<file path="config.mk">
export PLATFORM = sky130hd
export DESIGN_NAME = multicycle_controller
export DESIGN_NICKNAME = d
export VERILOG_FILES = /design/src/rtl/mc_pkg.sv /design/src/rtl/mc_decoder.sv /design/src/rtl/multicycle_controller.sv
export SDC_FILE = /design/constraint.sdc
export NUM_CORES = 1
export LEC_CHECK = 0
export ABC_AREA = 1
export BUFFER_PORTS_ARGS = -buffer_cell sky130_fd_sc_hd__buf_2
export CAP_MARGIN = 20
export CORE_UTILIZATION = 40
export DETAILED_ROUTE_END_ITERATION = 10
export GPL_ROUTABILITY_DRIVEN = 0
export PLACE_DENSITY = 0.71
export SLEW_MARGIN = 5
export SYNTH_ARGS = -nofsm -noshare
export SYNTH_HDL_FRONTEND = slang
export SYNTH_SLANG_ARGS = --single-unit
export TNS_END_PERCENT = 100
</file>
<file path="constraint.sdc">
create_clock -name clk -period 4.3 [get_ports clk]
set_clock_uncertainty 0.1 [all_clocks]
set_input_delay 0.86 -clock clk [delete_from_list [all_inputs] [get_ports clk]]
set_output_delay 0.86 -clock clk [all_outputs]
set_load 0.01 [all_outputs]
</file>
<file path="src/rtl/mc_pkg.sv">
// Purpose: shared state encodings, opcode/funct constants and ALU op codes for the multicycle sequencer.
// Latency: n/a (declarations only).
// Backpressure: n/a.
package mc_pkg;

  // FSM state encoding as seen on the external state bus (FETCH must be 0).
  typedef enum logic [2:0] {
    ST_FETCH  = 3'd0,
    ST_DECODE = 3'd1,
    ST_EXEC   = 3'd2,
    ST_MEM    = 3'd3,
    ST_WB     = 3'd4,
    ST_HALT   = 3'd5,
    ST_IDLE   = 3'd6
  } state_e;

  // Primary opcodes, instruction[31:26].
  localparam logic [5:0] OP_RTYPE = 6'b000000;
  localparam logic [5:0] OP_LW    = 6'b100011;
  localparam logic [5:0] OP_ADDIU = 6'b001001;
  localparam logic [5:0] OP_BEQ   = 6'b000100;
  localparam logic [5:0] OP_BNE   = 6'b000101;

  // R-type function codes, instruction[5:0].
  localparam logic [5:0] FN_ADDU  = 6'b100001;
  localparam logic [5:0] FN_SLT   = 6'b101010;

  // ALU operation selects.
  localparam logic [1:0] ALU_ADD  = 2'b00;
  localparam logic [1:0] ALU_SLT  = 2'b01;
  localparam logic [1:0] ALU_CMP  = 2'b10;

  // Default program geometry.
  localparam int PROG_LEN_DEF = 11;
  localparam int PC_W_DEF     = 4;

endpackage

</file>
<file path="src/rtl/mc_decoder.sv">
// Purpose: combinational instruction classifier for the supported MIPS subset.
// Latency: zero cycles (pure combinational).
// Backpressure: none.
module mc_decoder
  import mc_pkg::*;
(
  input  logic [31:0] instruction,
  output logic        is_lw,
  output logic        is_addiu,
  output logic        is_rtype,
  output logic        is_slt,
  output logic        is_beq,
  output logic        is_bne,
  output logic        legal,
  output logic [15:0] imm16
);

  logic [5:0] opcode;
  logic [5:0] funct;
  logic       unused_fields;

  assign opcode = instruction[31:26];
  assign funct  = instruction[5:0];
  assign imm16  = instruction[15:0];

  // Register specifiers are consumed by the datapath, not by the sequencer.
  assign unused_fields = ^instruction[25:16];

  // Classify the opcode; an R-type word is only recognised with a supported funct.
  always_comb begin
    is_lw    = (opcode == OP_LW);
    is_addiu = (opcode == OP_ADDIU);
    is_beq   = (opcode == OP_BEQ);
    is_bne   = (opcode == OP_BNE);
    is_rtype = (opcode == OP_RTYPE) && ((funct == FN_ADDU) || (funct == FN_SLT));
    is_slt   = (opcode == OP_RTYPE) && (funct == FN_SLT);
    legal    = is_lw | is_addiu | is_beq | is_bne | is_rtype;
  end

endmodule

</file>
<file path="src/rtl/multicycle_controller.sv">
// Purpose: multicycle sequencer: state bus, PC ownership, branch resolution and per-state datapath strobes.
// Latency: lw 5 cycles, addiu/addu/slt 4, beq/bne 3 (FETCH to next FETCH).
// Backpressure: none; start is honoured only in IDLE, HALT is left only through rst_n.
module multicycle_controller
  import mc_pkg::*;
#(
  parameter int PROG_LEN = PROG_LEN_DEF,
  parameter int PC_W     = PC_W_DEF
) (
  input  logic            clk,
  input  logic            rst_n,
  input  logic            start,
  input  logic [31:0]     instruction,
  input  logic            alu_eq,
  output logic [2:0]      state,
  output logic [PC_W-1:0] pc,
  output logic            reg_write,
  output logic            mem_read,
  output logic            alu_src_imm,
  output logic [1:0]      alu_op,
  output logic            reg_dst_rd,
  output logic            done,
  output logic            illegal
);

  localparam logic signed [17:0] PROG_LEN_S = 18'(PROG_LEN);

  state_e          state_q, state_d;
  logic [PC_W-1:0] pc_q, pc_d;
  logic            done_q, done_d;
  logic            illegal_q, illegal_d;

  logic            is_lw, is_addiu, is_rtype, is_slt, is_beq, is_bne, legal;
  logic [15:0]     imm16;

  logic            taken;
  logic signed [17:0] next_pc;
  logic            next_ok;
  logic            in_exec_to_wb;

  mc_decoder u_dec (
    .instruction (instruction),
    .is_lw       (is_lw),
    .is_addiu    (is_addiu),
    .is_rtype    (is_rtype),
    .is_slt      (is_slt),
    .is_beq      (is_beq),
    .is_bne      (is_bne),
    .legal       (legal),
    .imm16       (imm16)
  );

  // Next PC: sequential by default, pc+1+sext(imm16) for a taken branch, checked in 18-bit signed.
  always_comb begin
    taken   = (state_q == ST_EXEC) && ((is_beq && alu_eq) || (is_bne && !alu_eq));
    next_pc = $signed({{(18-PC_W){1'b0}}, pc_q}) + 18'sd1;
    if (taken) begin
      next_pc = next_pc + $signed({{2{imm16[15]}}, imm16});
    end
    next_ok = (next_pc >= 18'sd0) && (next_pc < PROG_LEN_S);
  end

  // Next-state, PC and sticky status flags.
  always_comb begin
    state_d   = state_q;
    pc_d      = pc_q;
    done_d    = done_q;
    illegal_d = illegal_q;
    case (state_q)
      ST_IDLE: begin
        if (start) begin
          state_d = ST_FETCH;
        end
      end
      ST_FETCH: begin
        state_d = ST_DECODE;
      end
      ST_DECODE: begin
        if (legal) begin
          state_d = ST_EXEC;
        end else begin
          state_d   = ST_HALT;
          illegal_d = 1'b1;
        end
      end
      ST_EXEC: begin
        if (is_lw) begin
          state_d = ST_MEM;
        end else if (is_beq || is_bne) begin
          if (next_ok) begin
            pc_d    = next_pc[PC_W-1:0];
            state_d = ST_FETCH;
          end else begin
            state_d = ST_HALT;
            done_d  = 1'b1;
          end
        end else begin
          state_d = ST_WB;
        end
      end
      ST_MEM: begin
        state_d = ST_WB;
      end
      ST_WB: begin
        if (next_ok) begin
          pc_d    = next_pc[PC_W-1:0];
          state_d = ST_FETCH;
        end else begin
          state_d = ST_HALT;
          done_d  = 1'b1;
        end
      end
      ST_HALT: begin
        state_d = ST_HALT;
      end
      default: begin
        state_d = ST_HALT;
      end
    endcase
  end

  // State, PC and flag registers with synchronous active-low reset.
  always_ff @(posedge clk) begin
    if (!rst_n) begin
      state_q   <= ST_IDLE;
      pc_q      <= '0;
      done_q    <= 1'b0;
      illegal_q <= 1'b0;
    end else begin
      state_q   <= state_d;
      pc_q      <= pc_d;
      done_q    <= done_d;
      illegal_q <= illegal_d;
    end
  end

  // Moore-style strobes: operand/op selects held constant from EXEC through WB.
  always_comb begin
    reg_write     = 1'b0;
    mem_read      = 1'b0;
    alu_src_imm   = 1'b0;
    alu_op        = ALU_ADD;
    reg_dst_rd    = 1'b0;
    in_exec_to_wb = (state_q == ST_EXEC) || (state_q == ST_MEM) || (state_q == ST_WB);
    if (in_exec_to_wb) begin
      alu_src_imm = is_lw | is_addiu;
      reg_dst_rd  = is_rtype;
      if (is_beq || is_bne) begin
        alu_op = ALU_CMP;
      end else if (is_slt) begin
        alu_op = ALU_SLT;
      end
    end
    if (state_q == ST_MEM) begin
      mem_read = is_lw;
    end
    if (state_q == ST_WB) begin
      reg_write = 1'b1;
    end
  end

  assign state   = state_q;
  assign pc      = pc_q;
  assign done    = done_q;
  assign illegal = illegal_q;

endmodule
</file>
==> flow_summary.ini <==
[cts]
cts_buffer_depth = 2
path_clk_slew_ns = 0.06
cts_tree = yes
cts_setup_buffers = 0
numCtsBuffers = 3
cts.repair.resized = 0
cts_sinks = 9
htreeDepth = 1
cts_hold_buf = 0
cts-root-buf = clkbuf_4
clk_latency_ns = 0.26

[synth]
synth_seq_cells = 9
synthArstFlopShare_pct = 0
synth.avg_cell_area_um2 = 5.53
synth.largest_area_cell = nand2_1
ys_warn_count = 0
synth.distinct_cells = 31
syn_inst = 263
synthTopCellsByArea = nand2_1, dfxtp_1, inv_1
synth_top_area_share_pct = 18.6
synth-edff-count = 0
synth_area_mm2 = 0.00145
ys.flop_type = dfxtp_1
synth_common_cells = nand2_1, inv_1, nand3_1, nor2_1, a21oi_1
synth_seq_area_share_pct = 12.4
yosysMostFrequentCell = nand2_1
syn_nets = 308

[setup_path]
startpoint_type = input pin
critPathSlowestCell = fa_1
crit_family = simple AND/OR/NAND/NOR gates
crit_type = in2reg
arrival_ns = 3.61
end_kind = flop
r2r_start = pc[0]$_SDFFE_PN0P_
cp_common_cell = nand2_1
cp_max_fo = 6
required_ns = 4.34
crit_path_cell_trace = buf_2 -> ha_1 -> inv_1 -> fa_1 -> inv_1 -> nand3_1 -> nand2_1 -> nand2_1 -> nand2_2 -> nand2_1 -> nand2_1 -> nand3_1 -> nor2_1 -> nand3_1 -> a21oi_1 -> ha_1 -> inv_1 -> o21ai_0 -> o21ai_0 -> a311oi_1 -> a21oi_1
slowest_delay_ns = 0.41
crit_buf_inv = 4
crit_start = instruction[0]
path_depth = 21
ff2ff_path_depth = 20

[power_and_ir_drop]
p_seq_share_pct = 25.6
max-vdd-ir-drop_v = 0.0000862
power.density_mw_per_mm2 = 248
p_sw_share_pct = 47.0
p_switching_mw = 0.203
p_leak_nw = 1.01
p_clk_share_pct = 14.7
combPwrFrac_pct = 59.7
internal_power_mw = 0.229

[global_route]
grt_pass1_wl_um = 5930
grt_pass1_vias = 1456
grt_overflow = 0
grt_max_degree = 9
antenna_found_initial = 0
grt_usage_pct = 18.3

[sta]
maxSlewViolCount = 0
max_freq_mhz = 280
slew_headroom_pct = 76.6
hold_viol = 0
fin_setup_tns_ns = 0
tightest_slew_ns = 0.348
rsz0062_at_grt = no
finalCritPeriodShare_pct = 83.2
finalSetupViolations = 0
min_period_ns = 3.58

[detailed_routing]
drc = 0
wl_per_cell_um = 9.68
antenna_left = 0
drt_pass1_iterations = 4
drt-vias-per-instance = 4.76
drt_iter0_markers = 108
vias = 1681
drt_wl_total_um = 3420

[floorplan]
coreArea_mm2 = 0.00342
die_w_um = 62.3
dieArea_mm2 = 0.00388
rows = 21
start_util_pct = 42.6
die_y_um = 62.3
io_pins = 51

[layout]
fin_util_pct = 50.9
fin_nets = 353
drive_above_1_share_pct = 23.1
syn_to_final_growth_pct = 19.5
n_antenna_cell = 0

[run_status]
status = finished clean

[placed_design]
io_buffers = 40
dp_hpwl_um = 3010

[hold_path]
hp-class = reg2reg
min_from = done$_SDFFE_PN0P_
hold_depth = 2

[flow_run]
cap_violations = 0
==> layout by cell type, fill, tap and decap left out, types with 4 or more instances in the layout <==
cell type / synthesis / final
a21oi_1: 12 / 12
buf_2: 0 / 40
dfxtp_1: 9 / 9
ha_1: 8 / 8
inv_1: 46 / 46
inv_2: 6 / 6
nand2_1: 72 / 72
nand2_2: 6 / 6
nand3_1: 27 / 27
nand3_2: 4 / 4
nor2_1: 22 / 22
nor3_1: 7 / 7
nor4_1: 4 / 4
o21ai_0: 11 / 11
==> per-layer routing <==
layer / GRT usage (%) / wire [um] / vias up
met4: 1.74 / 17 / 0
met1: 24.0 / 1670 / 706
li1: - / - / 934
met3: 3.49 / 162 / 2
met5: 0 / 0 / -
met2: 31.9 / 1570 / 39
==> cells by family after synthesis <==
| group | after synthesis | synth area share [%] |
|---|---|---|
| AND/OR/NAND/NOR | 154 | 49.4 |
| buffers and inverters | 53 | 13.7 |
| AO/OA/AOI/OAI | 34 | 13.9 |
| adder cells (fa/ha/maj) | 9 | 8.26 |
| flip-flops | 9 | 12.4 |
| XOR/XNOR | 4 | 2.41 |
==> final cells by class <==
cell class | instances | area (um2)
fill | 388 | 1680
multi-input combinational | 201 | 1070
timing repair buffer | 40 | 200
inverter | 53 | 199
sequential | 9 | 180
tap | 46 | 57.6
clock buffer | 4 | 26.3
==> metrics by stage <==
stage          worst slack (ns)  hold slack (ns)  area [um2]  instances  power (mW)
6_report                  0.723            0.352        1740        353       0.432
5_1_grt                   0.383            0.371        1740        353       0.481
4_1_cts                   0.732            0.356        1740        353       0.435
3_5_place_dp              0.474            0.345        1710        349       0.371
3_3_place_gp              0.494            0.337        1710        349       0.367
2_1_floorplan              1.02            0.374        1450        263       0.298
==> worst register-to-register path: cells and delay by family, from the launching register on <==
family | cells | cell delay (ns)
adder cells (fa/ha/maj) | 3 | 0.91
AND/OR/NAND/NOR | 9 | 0.81
AO/OA/AOI/OAI | 5 | 0.76
flip-flops | 1 | 0.34
buffers and inverters | 3 | 0.28
==> power groups by stage <==
stage / logic, mW / registers [mW] / clock network [mW]
floorplan: 0.180 / 0.117 / 0
finish: 0.258 / 0.111 / 0.0634
detailed placement: 0.258 / 0.113 / 0
CTS: 0.259 / 0.111 / 0.0659
global route: 0.296 / 0.113 / 0.0727
global placement: 0.255 / 0.112 / 0
==> flip-flops by register name (all words and copies together) (netlist names) <==
| name | count |
|---|---|
| done | 1 |
| illegal | 1 |
| pc | 4 |
| state | 3 |
==> worst paths after layout <==
check | slack [ns] | end
setup / recovery | 0.72 | state[0]$_SDFFE_PN0P_
hold / removal | 0.35 | done$_SDFFE_PN0P_
setup reg to reg | 0.99 | state[0]$_SDFFE_PN0P_
hold reg to reg | 0.35 | done$_SDFFE_PN0P_
No activity file was read; power rests on OpenSTA's default activity.
